`src/rtl/rng_pkg.sv`:
```
// Shared types and defaults for the LFSR random number bank.
// FSM states, default taps/seeds and the draw mask helper.
package rng_pkg;

    typedef enum logic {
        IDLE,
        DRAW
    } state_t;

    localparam logic [8:0]  DEF_TAPS  = 9'b1_0001_0010;
    localparam logic [35:0] DEF_SEEDS = {9'h0B9, 9'h016, 9'h041, 9'h096};

    // Smallest all-ones mask covering lim-1; lim=0 gives all ones, lim=1 gives 0.
    function automatic logic [31:0] mask_from_limit(input logic [31:0] lim);
        logic [31:0] m;
        m = lim - 32'd1;
        for (int i = 1; i < 32; i = i * 2) begin
            m = m | (m >> i);
        end
        return m;
    endfunction

endpackage

```
`src/rtl/lfsr_rng_bank_if.sv`:
```
// Draw port and random word bundle of the LFSR bank.
// master drives requests, slave is the bank itself.
interface lfsr_rng_bank_if #(
    parameter int CHANNELS = 4
);
    logic                init;
    logic                req;
    logic [CHANNELS-1:0] limit;
    logic [CHANNELS-1:0] rn;
    logic                busy;
    logic                valid;
    logic [CHANNELS-1:0] value;

    modport master (
        output init, req, limit,
        input  rn, busy, valid, value
    );

    modport slave (
        input  init, req, limit,
        output rn, busy, valid, value
    );
endinterface

```
`src/rtl/lfsr_channel.sv`:
```
// One Fibonacci LFSR with seed reload.
// RNG_LOCKUP_RECOVER_EN: an all-zero state reloads 1 on the next edge.
module lfsr_channel #(
    parameter int                LFSR_W = 9,
    parameter logic [LFSR_W-1:0] TAPS   = 9'b1_0001_0010,
    parameter logic [LFSR_W-1:0] SEED   = 9'h096
) (
    input  logic clock,
    input  logic reset,
    input  logic init,
    output logic msb
);
    logic [LFSR_W-1:0] s;

    // Seed on reset/init, otherwise shift in the XOR of the tapped bits.
    always_ff @(posedge clock or negedge reset) begin
        if (!reset) begin
            s <= SEED;
        end else if (init) begin
            s <= SEED;
`ifdef RNG_LOCKUP_RECOVER_EN
        end else if (s == '0) begin
            s <= {{(LFSR_W-1){1'b0}}, 1'b1};
`endif
        end else begin
            s <= {s[LFSR_W-2:0], ^(s & TAPS)};
        end
    end

    assign msb = s[LFSR_W-1];
endmodule

```
`src/rtl/lfsr_rng_bank.sv`:
```
// Bank of LFSRs forming a random word, plus a bounded draw port.
// Build option RNG_LOCKUP_RECOVER_EN enables zero-state recovery.
module lfsr_rng_bank
    import rng_pkg::*;
#(
    parameter int                         CHANNELS  = 4,
    parameter int                         LFSR_W    = 9,
    parameter logic [LFSR_W-1:0]          TAPS      = DEF_TAPS,
    parameter logic [CHANNELS*LFSR_W-1:0] SEEDS     = DEF_SEEDS,
    parameter int                         MAX_TRIES = 4
) (
    input logic             clock,
    input logic             reset,
    lfsr_rng_bank_if.slave  bus
);
    localparam int TW = $clog2(MAX_TRIES + 1);
    localparam logic [TW-1:0] LAST = TW'(MAX_TRIES - 1);

    logic [CHANNELS-1:0] rn;
    logic [CHANNELS-1:0] mask;
    logic [CHANNELS-1:0] w;
    logic                hit;

    state_t              state_q, state_d;
    logic [TW-1:0]       tries_q, tries_d;
    logic [CHANNELS-1:0] limit_q, limit_d;
    logic [CHANNELS-1:0] value_q, value_d;
    logic                valid_q, valid_d;

    for (genvar i = 0; i < CHANNELS; i++) begin : g_ch
        lfsr_channel #(
            .LFSR_W (LFSR_W),
            .TAPS   (TAPS),
            .SEED   (SEEDS[i*LFSR_W +: LFSR_W])
        ) u_ch (
            .clock (clock),
            .reset (reset),
            .init  (bus.init),
            .msb   (rn[i])
        );
    end

    // Draw FSM: accept, sample, reject/retry and fallback decisions.
    always_comb begin
        state_d = state_q;
        tries_d = tries_q;
        limit_d = limit_q;
        value_d = value_q;
        valid_d = 1'b0;
        mask    = CHANNELS'(mask_from_limit({{(32-CHANNELS){1'b0}}, limit_q}));
        w       = rn & mask;
        hit     = (limit_q == '0) || (w < limit_q);
        unique case (state_q)
            IDLE: begin
                if (bus.req) begin
                    state_d = DRAW;
                    limit_d = bus.limit;
                    tries_d = '0;
                end
            end
            DRAW: begin
                if (bus.init) begin
                    state_d = IDLE;
                end else if (hit) begin
                    value_d = w;
                    valid_d = 1'b1;
                    state_d = IDLE;
                end else if (tries_q == LAST) begin
                    value_d = w - limit_q;
                    valid_d = 1'b1;
                    state_d = IDLE;
                end else begin
                    tries_d = tries_q + 1'b1;
                end
            end
        endcase
    end

    // FSM and result registers.
    always_ff @(posedge clock or negedge reset) begin
        if (!reset) begin
            state_q <= IDLE;
            tries_q <= '0;
            limit_q <= '0;
            value_q <= '0;
            valid_q <= 1'b0;
        end else begin
            state_q <= state_d;
            tries_q <= tries_d;
            limit_q <= limit_d;
            value_q <= value_d;
            valid_q <= valid_d;
        end
    end

    assign bus.rn    = rn;
    assign bus.busy  = (state_q == DRAW);
    assign bus.valid = valid_q;
    assign bus.value = value_q;
endmodule

```
`src/flat_wrapper.sv`:
```
// flat-port wrapper written by rule: the top's interface ports become plain ports
module lfsr_rng_bank_flat import rng_pkg::*;
#(
    parameter int                         CHANNELS  = 4,
    parameter int                         LFSR_W    = 9,
    parameter logic [LFSR_W-1:0]          TAPS      = DEF_TAPS,
    parameter logic [CHANNELS*LFSR_W-1:0] SEEDS     = DEF_SEEDS,
    parameter int                         MAX_TRIES = 4
)
  (clock, reset, bus_init, bus_req, bus_limit, bus_rn, bus_busy, bus_valid, bus_value);
  lfsr_rng_bank_if #(.CHANNELS(CHANNELS)) bus_i ();
  input logic clock;
  input logic reset;
  input wire logic [$bits(bus_i.init)-1:0] bus_init;
  input wire logic [$bits(bus_i.req)-1:0] bus_req;
  input wire logic [$bits(bus_i.limit)-1:0] bus_limit;
  output wire logic [$bits(bus_i.rn)-1:0] bus_rn;
  output wire logic [$bits(bus_i.busy)-1:0] bus_busy;
  output wire logic [$bits(bus_i.valid)-1:0] bus_valid;
  output wire logic [$bits(bus_i.value)-1:0] bus_value;
  assign bus_i.init = bus_init;
  assign bus_i.req = bus_req;
  assign bus_i.limit = bus_limit;
  assign bus_rn = bus_i.rn;
  assign bus_busy = bus_i.busy;
  assign bus_valid = bus_i.valid;
  assign bus_value = bus_i.value;
  lfsr_rng_bank #(.CHANNELS(CHANNELS), .LFSR_W(LFSR_W), .TAPS(TAPS), .SEEDS(SEEDS), .MAX_TRIES(MAX_TRIES)) u_core (.clock(clock), .reset(reset), .bus(bus_i));
endmodule
```
`config.mk`:
```
export PLATFORM = sky130hd
export DESIGN_NAME = lfsr_rng_bank_flat
export DESIGN_NICKNAME = d
export VERILOG_FILES = /design/src/rtl/rng_pkg.sv /design/src/rtl/lfsr_rng_bank_if.sv /design/src/rtl/lfsr_channel.sv /design/src/rtl/lfsr_rng_bank.sv /design/src/flat_wrapper.sv
export SDC_FILE = /design/constraint.sdc
export NUM_CORES = 1
export LEC_CHECK = 0
export ABC_AREA = 1
export BUFFER_PORTS_ARGS = -buffer_cell sky130_fd_sc_hd__buf_2
export CAP_MARGIN = 40
export CORE_MARGIN = 3
export CORE_UTILIZATION = 30
export CTS_CLUSTER_SIZE = 14
export DETAILED_ROUTE_END_ITERATION = 12
export GPL_TIMING_DRIVEN = 0
export HOLD_SLACK_MARGIN = 0.05
export SETUP_SLACK_MARGIN = 0.3
export SLEW_MARGIN = 20
export SYNTH_ARGS = -nofsm -noshare
export SYNTH_HDL_FRONTEND = slang
export SYNTH_SLANG_ARGS = --single-unit
```
`constraint.sdc`:
```
create_clock -name clock -period 3.55 [get_ports clock]
set_clock_uncertainty 0.05 [all_clocks]
set_input_delay 0.1775 -clock clock [delete_from_list [all_inputs] [get_ports clock]]
set_output_delay 0.1775 -clock clock [all_outputs]
set_load 0.1 [all_outputs]
```
Word level (Yosys, flattened, before mapping). Cells that the tools add are included. W data, S select, Z words.

Add/subtract/negate cells: 3. Bitwise gates (word level): 8. Eq/ne operators: 5. Reduce and logical (&&, ||, !) cells: 10. Muxes and demuxes: 20. Order comparisons: 1.

Operators by type and width (count): $mux W9 (4); $reduce_xor A9 Y1 (4); $or A32 B30 Y32 (1); $or A32 B31 Y32 (1); $or A28 B28 Y28 (1); $or A20 B20 Y20 (1); $mux W3 (4); $mux W1 (8); $mux W4 (2); $ne A2 B2 Y1 const B (4); $pmux W3 S2 (1); $sub A4 B1 Y5 const B (1); $and A4 B4 Y4 (1); $logic_not A4 Y1 (1); $lt A4 B4 Y1 (1); $or A4 B4 Y4 (1); $reduce_and A4 Y1 (1); $sub A4 B4 Y4 (1); $add A3 B1 Y3 const B (1); $eq A3 B2 Y1 const B (1); $reduce_and A3 Y1 (1); $not A1 Y1 (2); $pmux W1 S2 (1); $reduce_and A2 Y1 (1); 2 further kinds (2).

Output and inout port bits: 10. Register bits: 49. Logic and storage cells: 56. Bits of input ports: 8.

Logic depth before layout (Yosys ltp). Gate-level depths: netlist of run 1.

Word-level depth: 12. Gate-level depth with buffers: 17. Depth with buffers taken out: 17.

By module. From an unflattened synthesis of run 1, not the netlist that was laid out.

Cell total of the unflattened synthesis: 237. Area total of the unflattened synthesis: 2178.3 sq um.

By module, submodules not included: lfsr_rng_bank (instances 1, area an instance 875.8 sq um, seq. area each 325.3 sq um, cells each 112); lfsr_channel (u_core.g_ch[1].u_ch) (instances 1, area an instance 335.3 sq um, seq. area each 227.7 sq um, cells each 34); lfsr_channel (u_core.g_ch[3].u_ch) (instances 1, area an instance 325.3 sq um, seq. area each 231.5 sq um, cells each 31); lfsr_channel (u_core.g_ch[2].u_ch) (instances 1, area an instance 322.8 sq um, seq. area each 229.0 sq um, cells each 30); lfsr_channel (u_core.g_ch[0].u_ch) (instances 1, area an instance 319.1 sq um, seq. area each 230.2 sq um, cells each 30).

Worst setup path after synthesis of run 1. No wires, ideal clock.

Path type: reg2reg. Start point: register u_core.limit_q[1]. End point: register u_core.value_q[0], in the netlist u_core.bus.value[0]. Stages on the path, launching flop included: 16. Data required time: 3380 ps. Arrival time: 2123 ps. Slack: 1257 ps. Path through: dfrtp_1 -> inv_1 -> ha_1 -> xnor2_1 -> nand3_1 -> nand2_1 -> ha_1 -> fa_1 -> inv_1 -> nand3_1 -> nand2_2 -> nand3b_1 -> nand2_2 -> nor2_1 -> nand2_1 -> nand2_1.

Word-level cells in the longest chain between the ends: 11. Elaborated cells between the ends (all ways): 15. Those cells by class: 2 x add/sub; 1 x order compare; 2 x mux; 6 x bitwise; 4 x reduce/logical.

RTL lines: start: declaration (line lfsr_rng_bank.sv:26) `logic [CHANNELS-1:0] limit_q, limit_d;`; start signal: assignment (line lfsr_rng_bank.sv:90) `limit_q <= limit_d;`; $sub A4 B1 Y5 (line rng_pkg.sv:16) `m = lim - 32'd1;`; $or A32 B31 Y32 (line rng_pkg.sv:18) `m = m | (m >> i);`; $or A32 B30 Y32 (line rng_pkg.sv:18); $or A28 B28 Y28 (line rng_pkg.sv:18); $or A20 B20 Y20 (line rng_pkg.sv:18); $or A4 B4 Y4 (line rng_pkg.sv:18); $and A4 B4 Y4 (line lfsr_rng_bank.sv:51) `w = rn & mask;`; $lt A4 B4 Y1 (line lfsr_rng_bank.sv:52) `hit = (limit_q == '0) || (w < limit_q);`; $logic_or A1 B1 Y1 (line lfsr_rng_bank.sv:52); $reduce_bool A2 Y1 (no line); $reduce_and A3 Y1 (no line); end signal: assignment (line lfsr_rng_bank.sv:91) `value_q <= value_d;`; end: declaration (line lfsr_rng_bank.sv:27) `logic [CHANNELS-1:0] value_q, value_d;`.

Parallel ways exist; a longest one is shown, timed or not. The select of a mux whose other input is x is not followed. A chain may end at the register's enable or synchronous reset.

Worst setup path in the final report of run 1.
Start point: register u_core.limit_q[1]. End point: register u_core.value_q[1], in the netlist u_core.bus.value[1].

Same word-level chain as after synthesis.

==> results.py, run 1 <==
metrics = {
    "synth": {
        "synthSimpleGateAreaFrac_pct": 23.7,
        "synth-seq-cells": 49,
        "synthesis.area_per_instance_um2": 9.57,
        "synthXorXnorAreaFrac_pct": 3.23,
        "synthMuxAreaShare_pct": 0,
        "compound_gate_portion_of_the_synthesized_area_pct": 1.38,
        "yosysUniqueCellTypes": 22,
        "synth.area.top_cells": "sky130_fd_sc_hd__dfrtp_1, sky130_fd_sc_hd__dfstp_2, sky130_fd_sc_hd__nand2_1, sky130_fd_sc_hd__inv_1, sky130_fd_sc_hd__nor2_1",
        "yosysTopAreaCellShare_pct": 40.3,
        "synth_top_family_by_area": "simple AND/OR/NAND/NOR gates",
        "seq_area_frac_synth_pct": 57.3,
        "yosysWarningCount": 0,
        "mappedNetlistNets": 244,
        "synthDominantAreaCellType": "sky130_fd_sc_hd__dfrtp_1",
        "syn_inst": 227,
        "synthAdderAreaFrac_pct": 5.53,
        "synth_area_mm2": 0.00217,
    },
    "power_and_ir_drop": {
        "p_sw_uw": 482,
        "cellLeakagePower_uw": 0.00136,
        "pwr-share-seq_pct": 48.9,
        "cell_internal_pwr_uw": 858,
        "power.share.combinational_pct": 27.5,
        "report.power.total_uw": 1340,
        "switching_share_pct": 36.0,
        "power.ir.vdd_worst_mv": 0.147,
        "power.density_mw_per_mm2": 540,
        "share_clk_of_total_power_pct": 23.6,
    },
    "critical_path": {
        "worst_ep_required_time_ns": 3.70,
        "startpoint_to_endpoint_class_of_the_critical_path": "flip-flop to flip-flop",
        "cp.arrival_ns": 2.71,
        "worst_r2r_startpoint": "u_core.limit_q[1]",
        "cp-startpoint": "u_core.limit_q[1]",
        "critical_path.endpoint_type": "flip-flop",
        "start_kind": "flip-flop",
        "worst-r2r-setup-slack_ns": 0.99,
        "reg2regPathDepth": 15,
        "cp-endpoint": "u_core.bus.value[1]",
        "crit-reg2reg-capture": "u_core.bus.value[1]",
        "largest_fanout_of_any_net_on_the_critical_path": 8,
    },
    "cts": {
        "clk_pin_slew_worst_paths_ns": 0.09,
        "tritoncts_num_sinks": 49,
        "cts_root_buffer": "sky130_fd_sc_hd__clkbuf_8",
        "clockBufferDepth": 2,
        "post-cts-setup-buffers": 0,
        "clock_tree_from_tritoncts": "yes",
        "insertion_delay_ns": 0.30,
        "cts_inserted_buffers": 5,
        "cts-htree-levels": 2,
    },
    "global_routing": {
        "initial_antenna_violation_count": 0,
        "grt_pass1_wl_um": 6410,
        "grt_usage_pct": 9.83,
        "number_of_global_route_vias_before_repair": 1362,
        "overflow_after_grt": 0,
        "pin_count_of_the_biggest_net_entering_global_routing": 34,
    },
    "cells_and_area": {
        "areaGrowthSynthToFinish_pct": 14.3,
        "antenna-diode-count": 0,
        "share_of_layout_cells_above_drive_strength_1_pct": 26.5,
        "num-nets-final": 269,
    },
    "die": {
        "rows": 30,
        "core_mm2": 0.00691,
        "die_width_um": 91.1,
        "dieArea_mm2": 0.00830,
        "die-height_um": 91.1,
        "initial_utilization_pct": 31.4,
        "count_of_pins_on_the_block_boundary": 18,
    },
    "sta": {
        "setup_slack_ns": 0.989,
        "max-slew-margin-rel_pct": 67.9,
        "fin_setup_tns_ns": 0,
        "maximum_clock_frequency_ghz": 0.390,
        "report.final.slew_viol_count": 0,
        "transition_time_at_the_pin_with_the_least_slew_margin_ns": 0.486,
        "hold_violations": 0,
        "layout_worst_path_cycle_share_pct": 72.1,
        "finalSetupViolCount": 0,
        "min_period_ns": 2.56,
        "whs_ns": 0.0684,
        "grt_setup_unrepaired": "false",
    },
    "detailed_routing": {
        "pre_repair_dr_iteration_count": 4,
        "post_drt_via_cell_ratio": 3.96,
        "total_wirelength_of_the_detailed_routed_design_um": 3580,
        "antenna_left": 0,
        "route.vias.total": 1382,
        "routed_wire_length_per_instance_um": 10.3,
        "drt_iter0_drc": 57,
        "drt_drc_violations_left": 0,
    },
    "placement": {
        "dp.final_hpwl_um": 2630,
        "place.gp.congestion": 0.774,
        "portBuffers": 16,
        "placement.setup.worst_slack_ns": 0.973,
    },
    "job": {
        "max_cap_violations": 0,
    },
    "outcome": {
        "outcome": "completed",
    },
    "hold_path": {
        "hold_path.class": "input pin to flip-flop",
    },
}
==> routing by layer <==
metal / vias to the layer above / GRT usage (%) / share of wire (%)
met4: 0 / 4.15 / 1.6
met1: 641 / 13.1 / 49
met3: 5 / 2.73 / 3.1
met2: 16 / 15.0 / 46
met5: - / 0 / 0
li1: 720 / - / -
==> layout make-up <==
cell class	count	area, um2
fill	739	4420
sequential	49	1240
multi-input combinational	131	734
inverter	38	143
tap	96	120
timing repair buffer	18	110
clock buffer	7	76.3
buffer	9	51.3
clock inverter	1	5.00
==> synthesized netlist by cell type (all sizes together) <==
master	instances
dfrtp	35
ha	8
clkbuf	1
nand2	42
a21oi	6
nand3b	3
fa	1
nor2	37
buf	8
nand3	12
or2	14
xnor2	4
inv	38
xor2	4
dfstp	14
==> cell families after synthesis <==
kind of cell    count (synthesis)
compound gates                  6
flops                          49
fa+ha+maj                       9
simple gates                  108
xor+xnor                        8
buf+inv                        47
==> critical path, cell delays in order, from the launching register on <==
cell                       delay, ns
sky130_fd_sc_hd__dfrtp_1        0.42
sky130_fd_sc_hd__inv_1          0.12
sky130_fd_sc_hd__ha_1           0.23
sky130_fd_sc_hd__xnor2_1        0.16
sky130_fd_sc_hd__nand3_1        0.09
sky130_fd_sc_hd__nand2_1        0.07
sky130_fd_sc_hd__ha_1           0.22
sky130_fd_sc_hd__fa_1           0.42
sky130_fd_sc_hd__inv_1          0.07
sky130_fd_sc_hd__nand3_1        0.08
sky130_fd_sc_hd__nand2_2        0.11
sky130_fd_sc_hd__nand3b_1       0.09
sky130_fd_sc_hd__nand2_2        0.17
sky130_fd_sc_hd__nor2_1         0.06
sky130_fd_sc_hd__nand2_1        0.06
sky130_fd_sc_hd__nand2_1        0.05
==> power groups by stage <==
stage	Sequential [uW]	Clock (uW)	Combinational, uW
2_1_floorplan	787	0	174
3_3_place_gp	665	0	365
3_5_place_dp	667	0	372
4_1_cts	656	331	374
5_1_grt	665	356	406
6_report	655	317	368
==> placed cells by master (no fill, tap or decap), types with 2 or more instances in the layout <==
cell	count
sky130_fd_sc_hd__a21oi_1	6
sky130_fd_sc_hd__buf_1	2
sky130_fd_sc_hd__buf_2	18
sky130_fd_sc_hd__buf_4	4
sky130_fd_sc_hd__clkbuf_1	3
sky130_fd_sc_hd__clkbuf_8	5
sky130_fd_sc_hd__dfrtp_1	35
sky130_fd_sc_hd__dfstp_2	14
sky130_fd_sc_hd__ha_1	8
sky130_fd_sc_hd__inv_1	36
sky130_fd_sc_hd__inv_2	2
sky130_fd_sc_hd__nand2_1	37
sky130_fd_sc_hd__nand2_2	2
sky130_fd_sc_hd__nand2_4	3
sky130_fd_sc_hd__nand3_1	11
sky130_fd_sc_hd__nand3b_1	3
sky130_fd_sc_hd__nor2_1	35
sky130_fd_sc_hd__nor2_4	2
sky130_fd_sc_hd__or2_2	14
sky130_fd_sc_hd__xnor2_1	4
sky130_fd_sc_hd__xor2_1	4
==> worst min path at each step <==
stage | startpoint | to | slack (ns) | cells past startpoint
2_1_floorplan | reset | u_core.bus.busy | -0.17 | 0
3_3_place_gp | u_core.g_ch[0].u_ch.s[0] | u_core.g_ch[0].u_ch.s[1] | 0.36 | 1
5_1_grt | bus_limit[2] | u_core.limit_q[2] | 0.08 | 3
3_5_place_dp | reset | u_core.g_ch[1].u_ch.s[3] | 0.09 | 1
4_1_cts | bus_limit[2] | u_core.limit_q[2] | 0.06 | 3
6_report | bus_limit[2] | u_core.limit_q[2] | 0.07 | 3
==> sequential cells by signal, summed over array words and instances, names as in the netlist <==
signal,count
u_core.bus.busy,1
u_core.bus.valid,1
u_core.bus.value,4
u_core.g_ch.u_ch.s,36
u_core.limit_q,4
u_core.tries_q,3
==> per-stage QoR <==
stage	instances	area, um2	util (%)
after floorplan	227	2170	-
after global placement	339	2370	34.3
after detailed placement	340	2390	34.6
after CTS	349	2480	36.0
after global routing	349	2480	36.0
final	349	2480	36.0
==> timing repair <==
item | CTS | global route
endpoints found under the hold margin | 9 | 0
hold buffers | 1 | 0
resized for setup | 0 | 0
No activity file was read; power rests on OpenSTA's default activity.
==> run 2, diff against run 1 <==
Clock period 3.55 ns to 2.52 ns, I/O delays scaled along.
==> results.py, run 2 (synthesis gave the netlist of run 1 again) <==
metrics = {
    "outcome": {
        "outcome": "completed",
    },
    "power_and_ir_drop": {
        "power.density_mw_per_mm2": 743,
        "report.power.total_uw": 2050,
        "power.share.combinational_pct": 31.3,
        "switching_share_pct": 37.2,
        "pwr-share-seq_pct": 44.9,
        "p_sw_uw": 763,
        "share_clk_of_total_power_pct": 23.8,
        "power.ir.vdd_worst_mv": 0.199,
        "cellLeakagePower_uw": 0.00144,
        "cell_internal_pwr_uw": 1290,
    },
    "critical_path": {
        "reg2regPathDepth": 15,
        "worst_ep_required_time_ns": 2.69,
        "start_kind": "flip-flop",
        "worst_r2r_startpoint": "u_core.limit_q[1]",
        "worst-r2r-setup-slack_ns": 0.22,
        "crit-reg2reg-capture": "u_core.bus.value[1]",
        "critical_path.endpoint_type": "flip-flop",
        "largest_fanout_of_any_net_on_the_critical_path": 8,
        "cp.arrival_ns": 2.46,
        "startpoint_to_endpoint_class_of_the_critical_path": "flip-flop to flip-flop",
    },
    "hold_path": {
        "hold_path.class": "input pin to flip-flop",
        "hold_path_depth": 3,
        "min_to": "u_core.bus.busy",
        "hp-start": "bus_req",
    },
    "cells_and_area": {
        "fillers": 715,
        "regMostFlops": "u_core.g_ch.u_ch.s",
        "largest_reg_flops": 36,
        "num-nets-final": 285,
        "area.sequential_mm2": 0.00124,
        "share_of_layout_cells_above_drive_strength_1_pct": 37.9,
        "mostFrequentLayoutCell": "sky130_fd_sc_hd__dfrtp_1",
        "finalNonFillerCells": 365,
        "antenna-diode-count": 0,
        "areaGrowthSynthToFinish_pct": 27.1,
        "multiInputGateArea_um2": 850,
        "most-common-layout-cells": "sky130_fd_sc_hd__dfrtp_1, sky130_fd_sc_hd__nand2_1, sky130_fd_sc_hd__inv_1, sky130_fd_sc_hd__nor2_1, sky130_fd_sc_hd__buf_2",
    },
    "detailed_routing": {
        "total_wirelength_of_the_detailed_routed_design_um": 4090,
        "drt_iter0_drc": 64,
        "route.vias.total": 1483,
        "routed_wire_length_per_instance_um": 11.2,
        "drt_drc_violations_left": 0,
        "antenna_left": 0,
        "pre_repair_dr_iteration_count": 4,
        "post_drt_via_cell_ratio": 4.06,
    },
    "sta": {
        "min_period_ns": 2.30,
        "setup_slack_ns": 0.222,
        "grt_setup_unrepaired": "true",
        "fin_setup_tns_ns": 0,
        "report.final.slew_viol_count": 0,
        "hold_violations": 0,
        "finalSetupViolCount": 0,
        "layout_worst_path_cycle_share_pct": 91.2,
        "maximum_clock_frequency_ghz": 0.435,
        "transition_time_at_the_pin_with_the_least_slew_margin_ns": 0.486,
        "max-slew-margin-rel_pct": 67.8,
    },
    "die": {
        "count_of_pins_on_the_block_boundary": 18,
        "die_width_um": 91.1,
        "die-height_um": 91.1,
        "core_mm2": 0.00691,
        "initial_utilization_pct": 31.4,
        "dieArea_mm2": 0.00830,
        "rows": 30,
    },
    "global_routing": {
        "initial_antenna_violation_count": 0,
        "number_of_global_route_vias_before_repair": 1528,
        "pin_count_of_the_biggest_net_entering_global_routing": 31,
        "overflow_after_grt": 0,
        "grt_pass1_wl_um": 6910,
        "grt_usage_pct": 10.5,
    },
    "placement": {
        "dp.final_hpwl_um": 2650,
        "portBuffers": 16,
        "place.gp.congestion": 0.838,
        "placement.setup.worst_slack_ns": 0.0245,
        "place_inst": 341,
    },
    "cts": {
        "clock_tree_from_tritoncts": "yes",
        "cts_root_buffer": "sky130_fd_sc_hd__clkbuf_8",
        "cts_inserted_buffers": 5,
        "insertion_delay_ns": 0.31,
        "tritoncts_num_sinks": 49,
        "clockBufferDepth": 2,
        "clk_pin_slew_worst_paths_ns": 0.11,
        "cts-htree-levels": 2,
    },
    "job": {
        "max_cap_violations": 0,
    },
}
## run 2: per-layer routing
layer,vias to the layer above,GRT usage (%),part of all wire [%]
met5,-,0,0
met4,0,4.15,0.69
met3,3,2.98,2.9
met2,16,17.8,51
met1,714,12.6,46
li1,750,-,-
## run 2: what timing repair did
item,CTS,global route
endpoints found under the hold margin,47,0
gates resized for setup,7,15
hold buffers,5,0
setup endpoints to repair,9,9
pin swaps,12,10
setup buffers,8,3
## run 2: worst max-delay path: stages (launching register included)
cell and delay (ns):
sky130_fd_sc_hd__dfrtp_1 0.43, sky130_fd_sc_hd__inv_2 0.08, sky130_fd_sc_hd__ha_4 0.18, sky130_fd_sc_hd__xnor2_4 0.13, sky130_fd_sc_hd__nand3_2 0.09, sky130_fd_sc_hd__nand2_2 0.07, sky130_fd_sc_hd__ha_4 0.17, sky130_fd_sc_hd__fa_2 0.35
sky130_fd_sc_hd__inv_2 0.07, sky130_fd_sc_hd__nand3_2 0.06, sky130_fd_sc_hd__nand2_2 0.10, sky130_fd_sc_hd__nand3b_1 0.13, sky130_fd_sc_hd__nand2_4 0.16, sky130_fd_sc_hd__nor2_2 0.05, sky130_fd_sc_hd__nand2_1 0.06, sky130_fd_sc_hd__nand2_1 0.04
## run 2: how the worst max path moves through the flow
stage / cells past startpoint / slack [ns] / end / start
CTS: 15 / 0.16 / u_core.bus.value[1] / u_core.limit_q[1]
global route: 16 / 0.07 / u_core.bus.value[2] / u_core.limit_q[1]
floorplan: 15 / 0.31 / u_core.bus.value[0] / u_core.limit_q[1]
finish: 15 / 0.22 / u_core.bus.value[1] / u_core.limit_q[1]
global placement: 15 / 0.05 / u_core.bus.value[1] / u_core.limit_q[0]
detailed placement: 15 / 0.02 / u_core.bus.value[1] / u_core.limit_q[0]
## run 2: final cells by class
class | instances | share of cell area, %
multi-input cells | 131 | 30.8
repair buffers | 34 | 9.42
inverters | 38 | 5.17
well taps | 96 | 4.35
clock inverters | 3 | 0.906
plain buffers | 9 | 1.86
flip-flops and latches | 49 | 45.0
clock buffers | 5 | 2.49
## run 2: power groups by stage
| stage | combinational, uW | clock [uW] | sequential (uW) |
|---|---|---|---|
| after CTS | 592 | 507 | 920 |
| final | 642 | 489 | 921 |
| after floorplan | 246 | 0 | 1110 |
| after global routing | 697 | 545 | 932 |
| after global placement | 515 | 0 | 938 |
| after detailed placement | 532 | 0 | 938 |
## run 2: metrics by stage
stage / utilization [%] / hold slack (ns) / cell area (um2)
after floorplan: - / -0.220 / 2180
after detailed placement: 35.1 / 0.0513 / 2420
after global routing: 40.0 / 0.0865 / 2760
after CTS: 38.5 / 0.0600 / 2660
after global placement: 34.4 / 0.322 / 2380
final: 40.0 / 0.0703 / 2760
